**config.mk**
```make
export PLATFORM = sky130hd
export DESIGN_NAME = axi_wr_sched_flat
export DESIGN_NICKNAME = d
export VERILOG_FILES = /design/src/rtl/axi_wr_sched_if.sv /design/src/rtl/axi_wr_sched.sv /design/src/flat_wrapper.sv
export SDC_FILE = /design/constraint.sdc
export NUM_CORES = 1
export LEC_CHECK = 0
export ABC_AREA = 1
export BUFFER_PORTS_ARGS = -buffer_cell sky130_fd_sc_hd__buf_2
export CAP_MARGIN = 25
export CORE_AREA = 10 10 236 238
export DETAILED_ROUTE_END_ITERATION = 6
export DIE_AREA = 0 0 246 248
export PLACE_DENSITY_LB_ADDON = 0.3
export SLEW_MARGIN = 30
export SYNTH_ARGS = -nofsm -noshare
export SYNTH_HDL_FRONTEND = slang
export SYNTH_SLANG_ARGS = --single-unit
```
**constraint.sdc**
```tcl
create_clock -name clk -period 2.85 [get_ports clk]
set_input_delay 0.4275 -clock clk [delete_from_list [all_inputs] [get_ports clk]]
set_output_delay 0.4275 -clock clk [all_outputs]
set_load 0.005 [all_outputs]
```
**src/rtl/axi_wr_sched_if.sv**
```systemverilog
// Bundle of requester-side and AXI write-port signals for axi_wr_sched.
// The master modport is the scheduler's view; slave is the surrounding system.
interface axi_wr_sched_if #(
  parameter int unsigned NREQ = 4,
  parameter int unsigned AW   = 32,
  parameter int unsigned DW   = 64,
  parameter int unsigned IDW  = 12
);
  localparam int unsigned IX = $clog2(NREQ);

  logic [NREQ-1:0]        req_valid;
  logic [NREQ*AW-1:0]     req_addr;
  logic [NREQ*8-1:0]      req_len;
  logic [NREQ-1:0]        req_ready;
  logic [NREQ-1:0]        req_wvalid;
  logic [NREQ*DW-1:0]     req_wdata;
  logic [NREQ*DW/8-1:0]   req_wstrb;
  logic [NREQ-1:0]        req_wready;
  logic                   resp_valid;
  logic [IX-1:0]          resp_idx;
  logic [1:0]             resp_code;
  logic                   busy;
  logic                   id_err;

  logic                   m_axi_awvalid;
  logic                   m_axi_awready;
  logic [AW-1:0]          m_axi_awaddr;
  logic [7:0]             m_axi_awlen;
  logic [2:0]             m_axi_awsize;
  logic [1:0]             m_axi_awburst;
  logic [IDW-1:0]         m_axi_awid;
  logic                   m_axi_wvalid;
  logic                   m_axi_wready;
  logic [DW-1:0]          m_axi_wdata;
  logic [DW/8-1:0]        m_axi_wstrb;
  logic                   m_axi_wlast;
  logic                   m_axi_bvalid;
  logic                   m_axi_bready;
  logic [1:0]             m_axi_bresp;
  logic [IDW-1:0]         m_axi_bid;

  modport master (
    input  req_valid, req_addr, req_len, req_wvalid, req_wdata, req_wstrb,
    output req_ready, req_wready, resp_valid, resp_idx, resp_code, busy, id_err,
    output m_axi_awvalid, m_axi_awaddr, m_axi_awlen, m_axi_awsize, m_axi_awburst, m_axi_awid,
    input  m_axi_awready,
    output m_axi_wvalid, m_axi_wdata, m_axi_wstrb, m_axi_wlast,
    input  m_axi_wready,
    input  m_axi_bvalid, m_axi_bresp, m_axi_bid,
    output m_axi_bready
  );

  modport slave (
    output req_valid, req_addr, req_len, req_wvalid, req_wdata, req_wstrb,
    input  req_ready, req_wready, resp_valid, resp_idx, resp_code, busy, id_err,
    input  m_axi_awvalid, m_axi_awaddr, m_axi_awlen, m_axi_awsize, m_axi_awburst, m_axi_awid,
    output m_axi_awready,
    input  m_axi_wvalid, m_axi_wdata, m_axi_wstrb, m_axi_wlast,
    output m_axi_wready,
    output m_axi_bvalid, m_axi_bresp, m_axi_bid,
    input  m_axi_bready
  );
endinterface

```
**src/rtl/axi_wr_sched.sv**
```systemverilog
// Round-robin scheduler sharing one AXI write port between NREQ requesters,
// one AW/W/B transaction at a time.
module axi_wr_sched #(
  parameter int unsigned NREQ = 4,
  parameter int unsigned AW   = 32,
  parameter int unsigned DW   = 64,
  parameter int unsigned IDW  = 12
) (
  input  logic           clk,
  input  logic           rst,
  axi_wr_sched_if.master bus
);
  localparam int unsigned IX = $clog2(NREQ);
  localparam int unsigned SW = DW / 8;
  localparam logic [2:0]  AWSIZE = 3'($clog2(SW));

  typedef enum logic [1:0] {S_IDLE, S_AWS, S_WS, S_BS} state_t;

  state_t          r_state, w_state_nxt;
  logic [IX-1:0]   r_rr_ptr, r_grant, w_grant;
  logic [IX:0]     w_cand;
  logic            w_found;
  logic [AW-1:0]   r_addr, w_sel_addr;
  logic [7:0]      r_len, w_sel_len, r_beat_cnt;
  logic            r_id_err;
  logic            w_wvalid, w_wlast, w_beat, w_bhs;
  logic [DW-1:0]   w_wdata;
  logic [SW-1:0]   w_wstrb;

  // Cyclic scan from r_rr_ptr; candidate index is folded back below NREQ.
  always_comb begin
    w_found = 1'b0;
    w_grant = '0;
    w_cand  = '0;
    for (int unsigned k = 0; k < NREQ; k++) begin
      w_cand = {1'b0, r_rr_ptr} + (IX+1)'(k);
      if (w_cand >= (IX+1)'(NREQ))
        w_cand = w_cand - (IX+1)'(NREQ);
      if (!w_found && bus.req_valid[w_cand[IX-1:0]]) begin
        w_found = 1'b1;
        w_grant = w_cand[IX-1:0];
      end
    end
  end

  always_comb begin
    w_sel_addr = '0;
    w_sel_len  = '0;
    w_wvalid   = 1'b0;
    w_wdata    = '0;
    w_wstrb    = '0;
    for (int unsigned i = 0; i < NREQ; i++) begin
      if (w_grant == IX'(i)) begin
        w_sel_addr = bus.req_addr[i*AW +: AW];
        w_sel_len  = bus.req_len[i*8 +: 8];
      end
      if (r_grant == IX'(i)) begin
        w_wvalid = bus.req_wvalid[i];
        w_wdata  = bus.req_wdata[i*DW +: DW];
        w_wstrb  = bus.req_wstrb[i*SW +: SW];
      end
    end
  end

  always_comb begin
    w_state_nxt       = r_state;
    bus.req_ready     = '0;
    bus.req_wready    = '0;
    bus.m_axi_awvalid = 1'b0;
    bus.m_axi_wvalid  = 1'b0;
    bus.m_axi_bready  = 1'b0;
    bus.resp_valid    = 1'b0;
    bus.resp_code     = '0;
    w_wlast           = 1'b0;
    w_beat            = 1'b0;
    w_bhs             = 1'b0;
    case (r_state)
      S_IDLE: begin
        if (w_found) begin
          bus.req_ready[w_grant] = 1'b1;
          w_state_nxt = S_AWS;
        end
      end
      S_AWS: begin
        bus.m_axi_awvalid = 1'b1;
        if (bus.m_axi_awready)
          w_state_nxt = S_WS;
      end
      S_WS: begin
        bus.m_axi_wvalid        = w_wvalid;
        w_wlast                 = (r_beat_cnt == r_len);
        bus.req_wready[r_grant] = bus.m_axi_wready;
        w_beat                  = w_wvalid && bus.m_axi_wready;
        if (w_beat && w_wlast)
          w_state_nxt = S_BS;
      end
      S_BS: begin
        bus.m_axi_bready = 1'b1;
        if (bus.m_axi_bvalid) begin
          bus.resp_valid = 1'b1;
          bus.resp_code  = bus.m_axi_bresp;
          w_bhs          = 1'b1;
          w_state_nxt    = S_IDLE;
        end
      end
      default: w_state_nxt = S_IDLE;
    endcase
  end

  always_ff @(posedge clk) begin
    if (rst) begin
      r_state    <= S_IDLE;
      r_rr_ptr   <= '0;
      r_grant    <= '0;
      r_addr     <= '0;
      r_len      <= '0;
      r_beat_cnt <= '0;
      r_id_err   <= 1'b0;
    end else begin
      r_state <= w_state_nxt;
      if (r_state == S_IDLE && w_found) begin
        r_grant <= w_grant;
        r_addr  <= w_sel_addr;
        r_len   <= w_sel_len;
      end
      if (r_state == S_AWS && bus.m_axi_awready)
        r_beat_cnt <= '0;
      // Last beat leaves the count at len so a 256-beat burst never wraps.
      if (w_beat && !w_wlast)
        r_beat_cnt <= r_beat_cnt + 8'd1;
      if (w_bhs) begin
        r_rr_ptr <= (r_grant == IX'(NREQ-1)) ? '0 : r_grant + IX'(1);
        if (bus.m_axi_bid != IDW'(r_grant))
          r_id_err <= 1'b1;
      end
    end
  end

  assign bus.m_axi_awaddr  = r_addr;
  assign bus.m_axi_awlen   = r_len;
  assign bus.m_axi_awsize  = AWSIZE;
  assign bus.m_axi_awburst = 2'b01;
  assign bus.m_axi_awid    = IDW'(r_grant);
  assign bus.m_axi_wdata   = w_wdata;
  assign bus.m_axi_wstrb   = w_wstrb;
  assign bus.m_axi_wlast   = w_wlast;
  assign bus.resp_idx      = r_grant;
  assign bus.busy          = (r_state != S_IDLE);
  assign bus.id_err        = r_id_err;
endmodule

```
**src/flat_wrapper.sv**
```systemverilog
// flat-port wrapper written by rule: the top's interface ports become plain ports
module axi_wr_sched_flat 
#(
  parameter int unsigned NREQ = 4,
  parameter int unsigned AW   = 32,
  parameter int unsigned DW   = 64,
  parameter int unsigned IDW  = 12
)
  (clk, rst, bus_req_valid, bus_req_addr, bus_req_len, bus_req_wvalid, bus_req_wdata, bus_req_wstrb, bus_req_ready, bus_req_wready, bus_resp_valid, bus_resp_idx, bus_resp_code, bus_busy, bus_id_err, bus_m_axi_awvalid, bus_m_axi_awaddr, bus_m_axi_awlen, bus_m_axi_awsize, bus_m_axi_awburst, bus_m_axi_awid, bus_m_axi_awready, bus_m_axi_wvalid, bus_m_axi_wdata, bus_m_axi_wstrb, bus_m_axi_wlast, bus_m_axi_wready, bus_m_axi_bvalid, bus_m_axi_bresp, bus_m_axi_bid, bus_m_axi_bready);
  axi_wr_sched_if #(.NREQ(NREQ), .AW(AW), .DW(DW), .IDW(IDW)) bus_i ();
  input  logic clk;
  input  logic rst;
  input wire logic [$bits(bus_i.req_valid)-1:0] bus_req_valid;
  input wire logic [$bits(bus_i.req_addr)-1:0] bus_req_addr;
  input wire logic [$bits(bus_i.req_len)-1:0] bus_req_len;
  input wire logic [$bits(bus_i.req_wvalid)-1:0] bus_req_wvalid;
  input wire logic [$bits(bus_i.req_wdata)-1:0] bus_req_wdata;
  input wire logic [$bits(bus_i.req_wstrb)-1:0] bus_req_wstrb;
  output wire logic [$bits(bus_i.req_ready)-1:0] bus_req_ready;
  output wire logic [$bits(bus_i.req_wready)-1:0] bus_req_wready;
  output wire logic [$bits(bus_i.resp_valid)-1:0] bus_resp_valid;
  output wire logic [$bits(bus_i.resp_idx)-1:0] bus_resp_idx;
  output wire logic [$bits(bus_i.resp_code)-1:0] bus_resp_code;
  output wire logic [$bits(bus_i.busy)-1:0] bus_busy;
  output wire logic [$bits(bus_i.id_err)-1:0] bus_id_err;
  output wire logic [$bits(bus_i.m_axi_awvalid)-1:0] bus_m_axi_awvalid;
  output wire logic [$bits(bus_i.m_axi_awaddr)-1:0] bus_m_axi_awaddr;
  output wire logic [$bits(bus_i.m_axi_awlen)-1:0] bus_m_axi_awlen;
  output wire logic [$bits(bus_i.m_axi_awsize)-1:0] bus_m_axi_awsize;
  output wire logic [$bits(bus_i.m_axi_awburst)-1:0] bus_m_axi_awburst;
  output wire logic [$bits(bus_i.m_axi_awid)-1:0] bus_m_axi_awid;
  input wire logic [$bits(bus_i.m_axi_awready)-1:0] bus_m_axi_awready;
  output wire logic [$bits(bus_i.m_axi_wvalid)-1:0] bus_m_axi_wvalid;
  output wire logic [$bits(bus_i.m_axi_wdata)-1:0] bus_m_axi_wdata;
  output wire logic [$bits(bus_i.m_axi_wstrb)-1:0] bus_m_axi_wstrb;
  output wire logic [$bits(bus_i.m_axi_wlast)-1:0] bus_m_axi_wlast;
  input wire logic [$bits(bus_i.m_axi_wready)-1:0] bus_m_axi_wready;
  input wire logic [$bits(bus_i.m_axi_bvalid)-1:0] bus_m_axi_bvalid;
  input wire logic [$bits(bus_i.m_axi_bresp)-1:0] bus_m_axi_bresp;
  input wire logic [$bits(bus_i.m_axi_bid)-1:0] bus_m_axi_bid;
  output wire logic [$bits(bus_i.m_axi_bready)-1:0] bus_m_axi_bready;
  assign bus_i.req_valid = bus_req_valid;
  assign bus_i.req_addr = bus_req_addr;
  assign bus_i.req_len = bus_req_len;
  assign bus_i.req_wvalid = bus_req_wvalid;
  assign bus_i.req_wdata = bus_req_wdata;
  assign bus_i.req_wstrb = bus_req_wstrb;
  assign bus_req_ready = bus_i.req_ready;
  assign bus_req_wready = bus_i.req_wready;
  assign bus_resp_valid = bus_i.resp_valid;
  assign bus_resp_idx = bus_i.resp_idx;
  assign bus_resp_code = bus_i.resp_code;
  assign bus_busy = bus_i.busy;
  assign bus_id_err = bus_i.id_err;
  assign bus_m_axi_awvalid = bus_i.m_axi_awvalid;
  assign bus_m_axi_awaddr = bus_i.m_axi_awaddr;
  assign bus_m_axi_awlen = bus_i.m_axi_awlen;
  assign bus_m_axi_awsize = bus_i.m_axi_awsize;
  assign bus_m_axi_awburst = bus_i.m_axi_awburst;
  assign bus_m_axi_awid = bus_i.m_axi_awid;
  assign bus_i.m_axi_awready = bus_m_axi_awready;
  assign bus_m_axi_wvalid = bus_i.m_axi_wvalid;
  assign bus_m_axi_wdata = bus_i.m_axi_wdata;
  assign bus_m_axi_wstrb = bus_i.m_axi_wstrb;
  assign bus_m_axi_wlast = bus_i.m_axi_wlast;
  assign bus_i.m_axi_wready = bus_m_axi_wready;
  assign bus_i.m_axi_bvalid = bus_m_axi_bvalid;
  assign bus_i.m_axi_bresp = bus_m_axi_bresp;
  assign bus_i.m_axi_bid = bus_m_axi_bid;
  assign bus_m_axi_bready = bus_i.m_axi_bready;
  axi_wr_sched #(.NREQ(NREQ), .AW(AW), .DW(DW), .IDW(IDW)) u_core (.clk(clk), .rst(rst), .bus(bus_i));
endmodule
```
==> results_dict.tcl <==
set metrics [dict create \
    max_slew.worst_pin.slew_ns 0.766 \
    clock_path_buffers 2 \
    number_of_buffers_added_to_fix_hold_violations_after_cts 0 \
    die_w_um 246 \
    tns_ns 0 \
    ys_seq_area_frac 0.182 \
    cts.reportedPaths.clkPinSlew_ns 0.09 \
    worst_slew_margin_rel 0.485 \
    post-route-worst-setup-slack_ns 0.125 \
    stdcell_area_um2 10100 \
    filler_cell_count 5977 \
    place_ws_ns 0.112 \
    final-max-slew-violation-count 0 \
    clock_skew_ns 0.0107 \
    combinationalPowerShare 0.752 \
    syn_inst 1013 \
    achievable-frequency_mhz 367 \
    globalRoute.totalOverflow 0 \
    timing.critical_path.max_delay_family "simple AND/OR/NAND/NOR gates" \
    antenna_found_initial 16 \
    final_nets 2065 \
    layout_worst_path_cycle_share 0.956 \
    p_leak_nw 5.04 \
    rsz0062_at_grt "true" \
    critical_path.slowest_cell "sky130_fd_sc_hd__dfxtp_1" \
    hold_viol 0 \
    post_synth.cell_area_avg_um2 5.96 \
    synthesis.yosys.warnings 0 \
    grt_start_max_net_pins 93 \
    critPathCapture "bus_req_ready[3]" \
    detailedRoute.firstPassIterationCount 5 \
    postSynthRegisterBits 55 \
    number_of_antenna_violating_nets_in_the_routed_design 0 \
    initial_standard_cell_utilization_of_the_core 0.118 \
    global_route.usage.total 0.138 \
    worst_hold_path.num_cells 5 \
    row_count 83 \
    vias 9358 \
    clk-insertion-delay-late_ns 0.32 \
    final-setup-viol-count 0 \
    r2r_slack_ns 0.37 \
    p_clk_frac 0.090 \
    cts-root-buf "sky130_fd_sc_hd__clkbuf_16" \
    core_region_area_um2 51000 \
    dp.final_hpwl_um 39900 \
    post_route_cells_drive_above_1_share 0.449 \
    power.density_nw_per_um2 776 \
    most-common-layout-cells "607 x sky130_fd_sc_hd__buf_2, 279 x sky130_fd_sc_hd__nand2_1, 180 x sky130_fd_sc_hd__nor2_1" \
    grt_first_pass_wirelength_um 63600 \
    crit_path_max_fanout 27 \
    viasPerCell 4.13 \
    post_detailed_routing_wire_length_um 46200 \
    p_sw_mw 4.11 \
    htree_num_levels 2 \
    area_delta_synth_final_pct 67.8 \
    cp_num_cells 12 \
    final_core_utilization 0.199 \
    required_ns 2.42 \
    cellInternalPower_mw 3.76 \
    mostFrequentLayoutCell "sky130_fd_sc_hd__buf_2" \
    run_status "complete, no violations" \
    placedInstanceArea_um2 9840 \
    io_buffers 607 \
    portion_of_total_power_attributed_to_sequential_cells 0.158 \
    tritoncts "built" \
    full_die_area_um2 61000 \
    vdd_drop_max_v 0.000326 \
    number_of_global_route_vias_before_repair 9588 \
    detail_route.drc_violations 0 \
    die_height_um 248 \
    critical_path.startpoint "u_core.r_rr_ptr[0]$_SDFFE_PP0P_" \
    routability_congestion 0.885 \
    dr.first_iter.drc_count 586 \
    worstReg2RegEnd "u_core.r_beat_cnt[1]$_SDFFE_PP0P_" \
    numClockSinks 55 \
    min_path_type "in -> reg" \
    sw_frac_of_total 0.522 \
    kind_of_start_point_of_the_critical_path "register" \
    synthDistinctLibCells 40 \
    path_buf_inv 3 \
    final_period_minus_worst_setup_slack_ns 2.72 \
    crit_path_max_incr_delay_ns 0.38 \
    timing.critical_path.to_type "output port" \
    pin_count 623 \
    max_cap_viol_count 0 \
    cts_buffers 5 \
    ff2ff_path_depth 13 \
    synthesis.area_um2 6040 \
    critical_path_arrival_ns 2.30 \
    worst_r2r_startpoint "u_core.bus.resp_idx[1]$_SDFFE_PP0P_" \
    finalPower_mw 7.87 \
    timing.setup.critical_path_class "reg -> out" \
    crit_chain "buf_4 > nand2_2 > nand3_1 > nand2_2 > nor2_4 > nand3_2 > nand3_2 > nand2_8 > inv_12 > nand2_8 > nor2_1 > buf_2" \
    avgRoutedWirePerCell_um 20.4 \
]
-- power groups by stage --
stage	logic [mW]	registers [mW]	clock network (mW)
global placement	5.91	1.25	0
finish	5.92	1.24	0.705
detailed placement	5.93	1.26	0
global route	6.63	1.28	0.768
floorplan	3.13	1.25	0
CTS	5.98	1.25	0.758
-- synthesized netlist by cell type (all sizes together) --
master,count,area share
or2,1,0.0010
a31oi,2,0.0021
ha,9,0.019
a211oi,1,0.0012
nor2,183,0.12
inv,42,0.029
o22ai,2,0.0021
xnor2,2,0.0029
o21ai,40,0.033
nand2,299,0.20
o21a,1,0.0012
nand3b,2,0.0025
o31ai,72,0.090
o211ai,1,0.0012
conb,2,0.0012
a221oi,72,0.10
xor2,9,0.013
clkbuf,54,0.034
nand4,9,0.010
a21oi,33,0.033
dfxtp,55,0.18
nand3,74,0.063
buf,43,0.054
nor3,2,0.0017
nor4,3,0.0031
-- kinds of logic after synthesis --
logic type,share of synthesized area
flip-flops,0.182
AO/OA/AOI/OAI,0.268
adder cells (fa/ha/maj),0.0186
buffers and inverters,0.117
AND/OR/NAND/NOR,0.397
other,0.00124
XOR/XNOR,0.0160
-- how the worst min path moves through the flow --
stage | start | endpoint | slack [ns]
CTS | bus_req_addr[108] | u_core.bus.m_axi_awaddr[12]$_SDFFE_PP0P_ | 0.38
finish | bus_req_addr[114] | u_core.bus.m_axi_awaddr[18]$_SDFFE_PP0P_ | 0.40
detailed placement | u_core.bus.m_axi_awaddr[14]$_SDFFE_PP0P_ | u_core.bus.m_axi_awaddr[14]$_SDFFE_PP0P_ | 0.45
global placement | u_core.bus.m_axi_awaddr[6]$_SDFFE_PP0P_ | u_core.bus.m_axi_awaddr[6]$_SDFFE_PP0P_ | 0.45
global route | bus_req_addr[117] | u_core.bus.m_axi_awaddr[21]$_SDFFE_PP0P_ | 0.42
floorplan | u_core.bus.m_axi_awaddr[13]$_SDFFE_PP0P_ | u_core.bus.m_axi_awaddr[13]$_SDFFE_PP0P_ | 0.46
-- layout make-up --
cell class / instances / area (µm²) / area share
antenna: 6 / 15.0 / 0.00148
inverter: 42 / 188 / 0.0185
timing repair inverter: 2 / 17.5 / 0.00173
multi-input combinational: 832 / 4400 / 0.434
sequential: 55 / 1100 / 0.109
timing repair buffer: 643 / 3410 / 0.336
tap: 680 / 851 / 0.0840
clock inverter: 3 / 26.3 / 0.00259
clock buffer: 5 / 125 / 0.0123
-- layer usage --
layer | track usage | share of wire | vias to the layer above
li1 | - | - | 4593
met1 | 0.137 | 0.35 | 4207
met2 | 0.253 | 0.52 | 492
met3 | 0.0545 | 0.11 | 58
met4 | 0.0559 | 0.028 | 8
met5 | 0 | 0.0011 | -
-- timing repair --
item	4_1_cts	5_1_grt
buffers inserted	0	2
gates cloned	0	2
endpoints found under the setup margin	3	9
pin swaps	0	1
resized for setup	6	10
-- registers in the layout, indices dropped and copies added (netlist names) --
| name | cells |
|---|---|
| u_core.r_rr_ptr | 2 |
| u_core.r_state | 2 |
| u_core.r_beat_cnt | 8 |
| u_core.bus.m_axi_awlen | 8 |
| u_core.bus.id_err | 1 |
| u_core.bus.resp_idx | 2 |
| u_core.bus.m_axi_awaddr | 32 |
-- stage by stage --
stage,hold slack (ns),std cells
2_1_floorplan,0.461,1026
3_3_place_gp,0.452,2250
3_5_place_dp,0.452,2250
4_1_cts,0.384,2258
5_1_grt,0.419,2268
6_report,0.403,2268
-- worst register-to-register path: stages, from the launching register on --
cell	delay (ns)
sky130_fd_sc_hd__dfxtp_1	0.32
sky130_fd_sc_hd__inv_1	0.15
sky130_fd_sc_hd__ha_4	0.18
sky130_fd_sc_hd__buf_12	0.30
sky130_fd_sc_hd__a21oi_1	0.14
sky130_fd_sc_hd__nand2_1	0.08
sky130_fd_sc_hd__o211ai_1	0.07
sky130_fd_sc_hd__o21ai_0	0.14
sky130_fd_sc_hd__buf_4	0.20
sky130_fd_sc_hd__nand3_1	0.14
sky130_fd_sc_hd__o21ai_0	0.23
sky130_fd_sc_hd__inv_1	0.25
sky130_fd_sc_hd__nand2_1	0.11
sky130_fd_sc_hd__a21oi_1	0.06
No activity file was read; power rests on OpenSTA's default activity.
